<file path="config.mk">
export PLATFORM = sky130hd
export DESIGN_NAME = pipe_referee
export DESIGN_NICKNAME = d
export VERILOG_FILES = /design/src/rtl/referee_pkg.sv /design/src/rtl/pipe_pass_detect.sv /design/src/rtl/pipe_referee.sv
export SDC_FILE = /design/constraint.sdc
export NUM_CORES = 1
export LEC_CHECK = 0
export BUFFER_PORTS_ARGS = -buffer_cell sky130_fd_sc_hd__clkbuf_2
export CAP_MARGIN = 20
export CORE_AREA = 2 2 158 160
export DETAILED_ROUTE_END_ITERATION = 10
export DIE_AREA = 0 0 160 162
export GPL_TIMING_DRIVEN = 0
export PLACE_DENSITY_LB_ADDON = 0.1
export SLEW_MARGIN = 5
export SYNTH_ARGS = -nofsm -noshare
export SYNTH_HDL_FRONTEND = slang
export SYNTH_HIERARCHICAL = 1
export SYNTH_SLANG_ARGS = --single-unit
</file>
<file path="constraint.sdc">
create_clock -name frame_clk -period 5.4 [get_ports frame_clk]
set_input_delay 0.27 -clock frame_clk [delete_from_list [all_inputs] [get_ports frame_clk]]
set_output_delay 0.27 -clock frame_clk [all_outputs]
set_load 0.02 [all_outputs]
</file>
<file path="src/rtl/referee_pkg.sv">
// referee_pkg: shared state encoding, key codes and helpers for pipe_referee
package referee_pkg;
  typedef enum logic [1:0] {IDLE = 2'd0, PLAY = 2'd1, HIT = 2'd2, OVER = 2'd3} state_e;
  localparam logic [7:0] KEY_W = 8'h1A;
  localparam logic [7:0] KEY_R = 8'h15;
  localparam int NUM_PIPES = 3;
  localparam logic [26:0] SCORE_MAX = 27'h7FFFFFF;
  function automatic logic signed [11:0] sx(input logic [9:0] v);
    return signed'({2'b00, v});
  endfunction
endpackage

</file>
<file path="src/rtl/pipe_pass_detect.sv">
// pipe_pass_detect: per-pipe ahead tracking, pass pulse and bird/pipe x-overlap
module pipe_pass_detect
  import referee_pkg::*;
#(
  parameter logic [9:0] PIPE_W = 10'd20
) (
  input  logic       clk,
  input  logic       rst,
  input  logic       en,
  input  logic [9:0] bird_x,
  input  logic [9:0] bird_s,
  input  logic [9:0] pipe_x,
  output logic       pass,
  output logic       overlap
);
  logic [10:0] right;
  logic ahead, ahead_q;
  assign right = {1'b0, pipe_x} + {1'b0, PIPE_W};
  assign ahead = right >= {1'b0, bird_x};
  assign pass = en && ahead_q && !ahead;
  assign overlap = (sx(bird_x) + sx(bird_s) >= sx(pipe_x)) &&
                   (sx(bird_x) - sx(bird_s) <= signed'({1'b0, right}));
  // remember whether the pipe was still ahead of the bird last frame; a respawn only sets it
  always_ff @(posedge clk)
    ahead_q <= rst ? 1'b1 : ahead;
endmodule

</file>
<file path="src/rtl/pipe_referee.sv">
// pipe_referee: scoring and crash referee for the flappy-pipe game (optional best score: REFEREE_BEST_SCORE_EN)
module pipe_referee
  import referee_pkg::*;
#(
  parameter logic [9:0] PIPE_W     = 10'd20,
  parameter logic [9:0] GAP_HALF   = 10'd60,
  parameter logic [9:0] GROUND_Y   = 10'd470,
  parameter logic [5:0] HIT_FRAMES = 6'd30
) (
  input  logic        frame_clk,
  input  logic        Reset,
  input  logic [7:0]  keycode,
  input  logic [9:0]  BirdX,
  input  logic [9:0]  BirdY,
  input  logic [9:0]  BirdS,
  input  logic [9:0]  PipeX [NUM_PIPES],
  input  logic [9:0]  PipeY [NUM_PIPES],
  output logic [26:0] score,
  output logic [26:0] best_score,
  output logic [1:0]  state,
  output logic        hit_pulse,
  output logic        game_over
);
  state_e st, nx;
  logic [5:0] cnt;
  logic [NUM_PIPES-1:0] pass, ovl, gap_miss;
  logic [1:0] npass;
  logic [27:0] sum;
  logic coll, hit_d, over_d;
  for (genvar i = 0; i < NUM_PIPES; i++) begin : g_pipe
    pipe_pass_detect #(.PIPE_W(PIPE_W)) u_det (
      .clk(frame_clk), .rst(Reset), .en(st == PLAY),
      .bird_x(BirdX), .bird_s(BirdS), .pipe_x(PipeX[i]),
      .pass(pass[i]), .overlap(ovl[i])
    );
    assign gap_miss[i] = (sx(BirdY) - sx(BirdS) < sx(PipeY[i]) - sx(GAP_HALF)) ||
                         (sx(BirdY) + sx(BirdS) > sx(PipeY[i]) + sx(GAP_HALF));
  end
  assign coll = |(ovl & gap_miss) || (sx(BirdY) + sx(BirdS) >= sx(GROUND_Y)) || (BirdY < BirdS);
  assign npass = 2'($countones(pass));
  assign sum = {1'b0, score} + {26'd0, npass};
  assign state = st;
  // next-state: keys only matter in IDLE and OVER
  always_comb
    nx = st == IDLE ? (keycode == KEY_W ? PLAY : IDLE) :
         st == PLAY ? (coll ? HIT : PLAY) :
         st == HIT  ? (cnt == HIT_FRAMES - 6'd1 ? OVER : HIT) :
                      (keycode == KEY_R ? IDLE : OVER);
  // output decode, registered below
  always_comb begin
    hit_d = st == PLAY && nx == HIT;
    over_d = nx == OVER;
  end
  // state, flag and hit-frame counter registers
  always_ff @(posedge frame_clk)
    if (Reset) begin
      st <= IDLE;
      cnt <= '0;
      hit_pulse <= 1'b0;
      game_over <= 1'b0;
    end else begin
      st <= nx;
      cnt <= st == HIT ? cnt + 6'd1 : '0;
      hit_pulse <= hit_d;
      game_over <= over_d;
    end
  // score clears on game start and only counts during PLAY, saturating at the top
  always_ff @(posedge frame_clk)
    if (Reset || (st == IDLE && nx == PLAY)) score <= '0;
    else if (st == PLAY) score <= sum[27] ? SCORE_MAX : sum[26:0];
`ifdef REFEREE_BEST_SCORE_EN
  // best score captured as the hit animation finishes
  always_ff @(posedge frame_clk)
    if (Reset) best_score <= '0;
    else if (st == HIT && nx == OVER && score > best_score) best_score <= score;
`else
  assign best_score = '0;
`endif
endmodule

</file>
== Word level (Yosys, flattened, before mapping) ==
Index checks and enable logic that the tools add are counted.

* $add $sub $neg: 17
* Multiply operators: 0
* Divide/modulo/power cells: 0
* Order comparisons: 17
* Equal/unequal tests: 8
* Shift-type cells: 0
* Mux-type cells: 8
* Bitwise operators: 2
* Reduce and logical (&&, ||, !) cells: 23

{| class="wikitable"
|+ Operators by type and width
! cell !! number
|-
| $ge 12x11->1 || 3
|-
| $gt 12x12->1 || 3
|-
| $le 12x12->1 || 3
|-
| $add 10x5->11 const B || 3
|-
| $add 10x6->11 const B || 3
|-
| $ge 11x10->1 || 3
|-
| $lt 11x11->1 || 3
|-
| $sub 10x6->11 const B || 3
|-
| $add 27x2->28 || 1
|-
| $mux 27 || 1
|-
| $add 10x10->11 || 2
|-
| $sub 10x10->11 || 2
|-
| $eq 8x5->1 const B || 2
|-
| $ge 11x9->1 const B || 1
|-
| $logic_and 1x1->1 || 11
|-
| $lt 10x10->1 || 1
|-
| $mux 2 || 5
|-
| $add 6x1->6 const B || 1
|-
| $eq 2x2->1 const B || 3
|-
| $eq 6x5->1 const B || 1
|-
| $logic_or 1x1->1 || 6
|-
| $eq 2x1->1 const B || 2
|-
| $and 3x3->3 || 1
|-
| $logic_not 1->1 || 3
|-
| other kinds (7) || 8
|}

* Bits in registers: 40
* Bits in latches: 0
* Bits in writable memories: 0
* ROM bits: 0
* Input bits: 100
* Output and inout port bits: 58
* Memories kept: 0

== Logic depth before layout (Yosys ltp) ==
* Depth after elaboration: 13
* Gate-level depth with buffers: 23
* Mapped depth without buffers: 23

== By module ==
The synthesis kept the hierarchy.

{| class="wikitable"
|+ By module, submodules not included
! module !! times used !! cells each !! area an instance (um^2)
|-
| pipe_pass_detect || 3 || 251 || 1833.0
|-
| pipe_referee || 1 || 639 || 5182.5
|}

== Worst setup path after synthesis ==
Ideal clock, no wire load.

* Kind: in2reg
* Start: input PipeX[27] (netlist name)
* End: register score[12]
* Library setup time: 141 ps
* Data arrival time: 3998 ps
* Path slack: 1260 ps
* Stages: 19
* Path buffers: 2
* Path through: inv_1 > nor4_1 > xnor2_1 > ha_1 > a211o_1 > or4_1 > o21ai_1 > fa_1 > ha_1 > a21oi_1 > and3b_1 > and2_2 > nand4_2 > nor2_2 > nand2_1 > or3_1 > clkbuf_1 > buf_2 > a21oi_1

* Elaborated cells between the ends (all ways): 21
* Classes of those cells: add/sub: 4; order compare: 3; eq/ne: 1; mux: 4; bitwise: 1; reduce/logical: 8

{| class="wikitable"
|+ RTL lines
! what !! line !! source
|-
| start: declaration || pipe_referee.sv:16 || <nowiki>input logic [9:0] PipeX [NUM_PIPES],</nowiki>
|-
| $add 10x5->11 || pipe_pass_detect.sv:18 || <nowiki>assign right = {1'b0, pipe_x} + {1'b0, PIPE_W};</nowiki>
|-
| $ge 11x10->1 || pipe_pass_detect.sv:19 || <nowiki>assign ahead = right >= {1'b0, bird_x};</nowiki>
|-
| $logic_not 1->1 || pipe_pass_detect.sv:20 || <nowiki>assign pass = en && ahead_q && !ahead;</nowiki>
|-
| $logic_and 1x1->1 || pipe_pass_detect.sv:20 ||
|-
| net pass[0] || pipe_referee.sv:26 || <nowiki>logic [NUM_PIPES-1:0] pass, ovl, gap_miss;</nowiki>
|-
| $add 1x1->2 (not written as such) || pipe_referee.sv:40 || <nowiki>assign npass = 2'($countones(pass));</nowiki>
|-
| $add 2x1->2 (not written as such) || pipe_referee.sv:40 ||
|-
| $add 27x2->28 || pipe_referee.sv:41 || <nowiki>assign sum = {1'b0, score} + {26'd0, npass};</nowiki>
|-
| $mux 27 || pipe_referee.sv:70 || <nowiki>else if (st == PLAY) score <= sum[27] ? SCORE_MAX : sum[26:0];</nowiki>
|-
| end signal: assignment || pipe_referee.sv:70 ||
|-
| end: declaration || pipe_referee.sv:18 || <nowiki>output logic [26:0] score,</nowiki>
|}

The timed path passes the listed nets, and every way through them passes these cells.
A chain may end at the register's enable or synchronous reset.

== Final worst setup path ==
* Start: input BirdS[1]
* End: register game_over

* Longest elaborated chain between the ends: 11
* Elaborated cells between the ends (all ways): 32
* Classes of those cells: add/sub: 4; order compare: 14; eq/ne: 1; mux: 3; bitwise: 1; reduce/logical: 9

{| class="wikitable"
|+ Ends and longest elaborated chain
! what !! line !! source
|-
| start: declaration || pipe_referee.sv:15 || <nowiki>input logic [9:0] BirdS,</nowiki>
|-
| $add 10x10->11, or another cell as far along || pipe_pass_detect.sv:21 || <nowiki>assign overlap = (sx(bird_x) + sx(bird_s) >= sx(pipe_x)) &&</nowiki>
|-
| $ge 12x11->1, or another cell as far along || pipe_pass_detect.sv:21 ||
|-
| $logic_and 1x1->1 or $logic_or 1x1->1 (tied branches) || pipe_pass_detect.sv:21, pipe_referee.sv:36 ||
|-
| $and 3x3->3 || pipe_referee.sv:39 || <nowiki>assign coll = |(ovl & gap_miss) || (sx(BirdY) + sx(BirdS) >= sx(GROUND_Y)) || (BirdY < BirdS);</nowiki>
|-
| $reduce_or 3->1 || pipe_referee.sv:39 ||
|-
| $logic_or 1x1->1 || pipe_referee.sv:39 ||
|-
| $logic_or 1x1->1 (*) || pipe_referee.sv:39 ||
|-
| $mux 2 (*) (2 in a row) || pipe_referee.sv:46 || <nowiki>st == PLAY ? (coll ? HIT : PLAY) :</nowiki>
|-
| $mux 2 (*) || pipe_referee.sv:45 || <nowiki>nx = st == IDLE ? (keycode == KEY_W ? PLAY : IDLE) :</nowiki>
|-
| $eq 2x2->1 (*) || pipe_referee.sv:52 || <nowiki>over_d = nx == OVER;</nowiki>
|-
| end signal: assignment || pipe_referee.sv:65 || <nowiki>game_over <= over_d;</nowiki>
|-
| end: declaration || pipe_referee.sv:22 || <nowiki>output logic game_over</nowiki>
|}

Mark *: on every way between the ends. The rest lies on a longest branch, timed or not.

==> summary.md <==
| Metric | Value |
|---|---|
| Vias per inst | `5.27` |
| Switching share of power | `46.1%` |
| P&R area growth vs syn | `11.7%` |
| Clock power share | `15.7%` |
| CTS buffer count | `5` |
| Final Setup Violations | `0` |
| Synth top area share | `28.1%` |
| Drt wl/cell | `15.3 µm` |
| Global-route wire length before repair | `45.8 mm` |
| Pwr dens | `161 nW/µm²` |
| Area leader, netlist | `ha_1` |
| Crit path largest cell delay | `0.46 ns` |
| Seq/Total Area, Yosys | `7.50%` |
| Comb pwr share | `68.4%` |
| I/O pins | `158` |
| Share of layout cells above drive strength 1 | `14.0%` |
| DR pass1 iterations | `5` |
| Post-layout util | `49.5%` |
| Vias in the first global route | `9186` |
| Post-Syn Instances | `1392` |
| Outcome | `completed` |
| # Post-CTS Setup Buffers | `0` |
| Hpwl dp | `23.8 mm` |
| Global-route usage over all layers | `21.6%` |
| Crit path arrival time | `5.07 ns` |
| Total chip power | `1.92 mW` |
| Die X | `160 µm` |
| Worst Path Max Fanout | `15` |
| Clk buf depth | `2` |
| Slew HR | `43.1%` |
| Critical Path RT | `5.62 ns` |
| Synthesized cell area | `10700 µm²` |
| Clock insertion delay at the later pin of the skew report | `0.28 ns` |
| Post-route ant nets | `0` |
| CP cell instances | `clkbuf_2 > inv_1 > fa_1 > a21o_1 > a21oi_1 > o21bai_1 > a21oi_1 > nand2b_1 > a21boi_0 > nor2_1 > xnor2_1 > ha_1 > a21o_1 > a2111oi_0 > o22a_1 > a21oi_1 > o31ai_1 > maj3_2 > o211ai_2 > a31oi_2 > and3_1` |
| Row cnt | `57` |
| Cell mode on critical path | `a21oi_1` |
| Post-synth EDFFs | `0` |
| Routability Congestion | `0.856` |
| Crit Path Class | `input pin to register` |
| Fmax | `0.206 GHz` |
| Final Hold Viols | `0` |
| Starting density of the core | `44.3%` |
| DRC | `0` |
| Setup crit start kind | `input pin` |
| Die Area | `25900 µm²` |
| CP Capture Type | `register` |
| Static leakage | `5.90 nW` |
| H-Tree Depth | `2` |
| Via count | `9860` |
| Initial drt markers | `383` |
| Largest net degree at the start of global routing | `16` |
| Max cap viols | `0` |
| Root buf cell | `clkbuf_16` |
| HP Class | `input pin to register` |
| DRT Wirelength | `28.7 mm` |
| Initial antenna violation count | `1` |
| # diodes | `0` |
| Resized Gates After CTS | `0` |
| Max stage delay cell, worst path | `fa_1` |
| IO buf count | `121` |
| Reg clk slew, reported paths | `0.06 ns` |
| Yosys warns | `6` |
| Cell-internal power | `1.03 mW` |
| Grt ovf | `0` |
| FFs w/ async S/R, synth | `0%` |
| RSZ-0062 raised after global routing | `false` |
| Fin crit share | `89.8%` |
| Cell variety after synth | `90` |
| Fillers | `2506` |
| TritonCTS Sinks | `40` |
| CTS tree | `built` |
| Hold_buf cts | `0` |
| Synth Flop Type | `dfxtp_1` |
| Sequential Power Share | `15.9%` |
| VDD IR max | `145 µV` |
| Final nets | `1896` |
| DP Area | `11800 µm²` |
| Setup ws final | `0.552 ns` |
| Final Max Tran Viols | `0` |
| Die H | `162 µm` |
| FF+latch count, synth | `40` |
| Core Region | `24100 µm²` |
| Sw Pwr | `0.886 mW` |
| Avg Cell Area, Syn | `7.67 µm²` |
| Final Instance Area | `11900 µm²` |
| Post-Route Skew | `0.0116 ns` |
| Place WS | `0.286 ns` |
| Worst Max-Slew Pin Slew | `0.849 ns` |
| Tmin final | `4.85 ns` |
| Setup_tns | `0 ns` |
| Largest cells by area after synthesis | `ha_1 (28%), dfxtp_1 (7.5%), xnor2_1 (7.1%), inv_1 (5.9%), a21oi_1 (4.8%)` |
-- worst max-delay path, delay by kind of cell --
| family | cells | cell delay [ns] |
|---|---|---|
| AOI/OAI and AO/OA | 12 | 2.37 |
| adders and majority gates | 3 | 1.08 |
| buffers and inverters | 2 | 0.58 |
| and+or+nand+nor | 3 | 0.45 |
| xor gates and xnor gates | 1 | 0.31 |
-- through the flow --
step | hold slack, ns | std cells
after floorplan | 0.348 | 1418
final | 0.398 | 1871
after detailed placement | 0.472 | 1863
after global placement | 0.463 | 1863
after global routing | 0.415 | 1871
after CTS | 0.394 | 1871
-- path summary, 6_finish.rpt --
path | cells past startpoint | slack, ns | from | end
setup / recovery | 21 | 0.55 | BirdS[1] | game_over
hold / removal | 4 | 0.40 | keycode[1] | state[1]
setup reg to reg | 17 | 1.25 | state[0] | score[12]
hold reg to reg | 1 | 0.48 | cnt[0] | cnt[0]
-- power groups by stage --
stage	clock network (mW)	registers, mW	logic, mW
2_1_floorplan	0	0.313	0.962
3_3_place_gp	0	0.311	1.29
3_5_place_dp	0	0.311	1.31
4_1_cts	0.311	0.305	1.32
5_1_grt	0.323	0.305	1.49
6_report	0.302	0.305	1.31
-- registers in the layout (all words and copies together), names as in the netlist --
register              count
score                    27
hit_pulse                 1
game_over                 1
cnt                       6
g_pipe.u_det/ahead_q      3
state                     2
-- synth_stat cells (all sizes together), types with 25 or more instances --
master and n:
buf 41, xor2 41, nand2 72, nand3 38, nor2 95, ha 240
a21oi 102, clkbuf 26, inv 176, o21ai 58, dfxtp 40, xnor2 87
nor3 25
-- layer usage --
layer	up-vias	wire length, µm	track usage, %
met4	0	391	3.44
met5	-	0	0
met2	161	13600	38.4
li1	5199	-	-
met1	4478	13600	28.9
met3	22	1010	1.89
-- final cells by class --
| type | count | area, µm² | share of cell area [%] |
|---|---|---|---|
| well taps | 324 | 405 | 3.40 |
| plain buffers | 67 | 414 | 3.47 |
| repair buffers | 121 | 606 | 5.07 |
| flip-flops and latches | 40 | 801 | 6.71 |
| clock buffers | 5 | 125 | 1.05 |
| multi-input cells | 1135 | 8900 | 74.6 |
| inverters | 176 | 661 | 5.54 |
| clock inverters | 3 | 18.8 | 0.157 |
-- layout by cell type (no fill, tap or decap), drive strengths merged, types with 20 or more instances in the layout --
cell	instances
inv	176
buf	41
nand2	72
xnor2	87
a21oi	102
dfxtp	40
nand3	38
nor2	95
o21ai	58
a21o	20
nor2b	24
conb	27
clkbuf	152
ha	240
nor3	25
xor2	41
-- kinds of logic after synthesis --
logic type / count (synthesis) / synth area share [%]
compound gates: 327 / 20.9
xor+xnor: 130 / 10.9
fa+ha+maj: 252 / 30.2
buf+inv: 243 / 10.1
flops: 40 / 7.50
mux: 5 / 0.504
other cells: 1 / 0.0351
simple gates: 394 / 19.9
No activity file was read; power rests on OpenSTA's default activity.
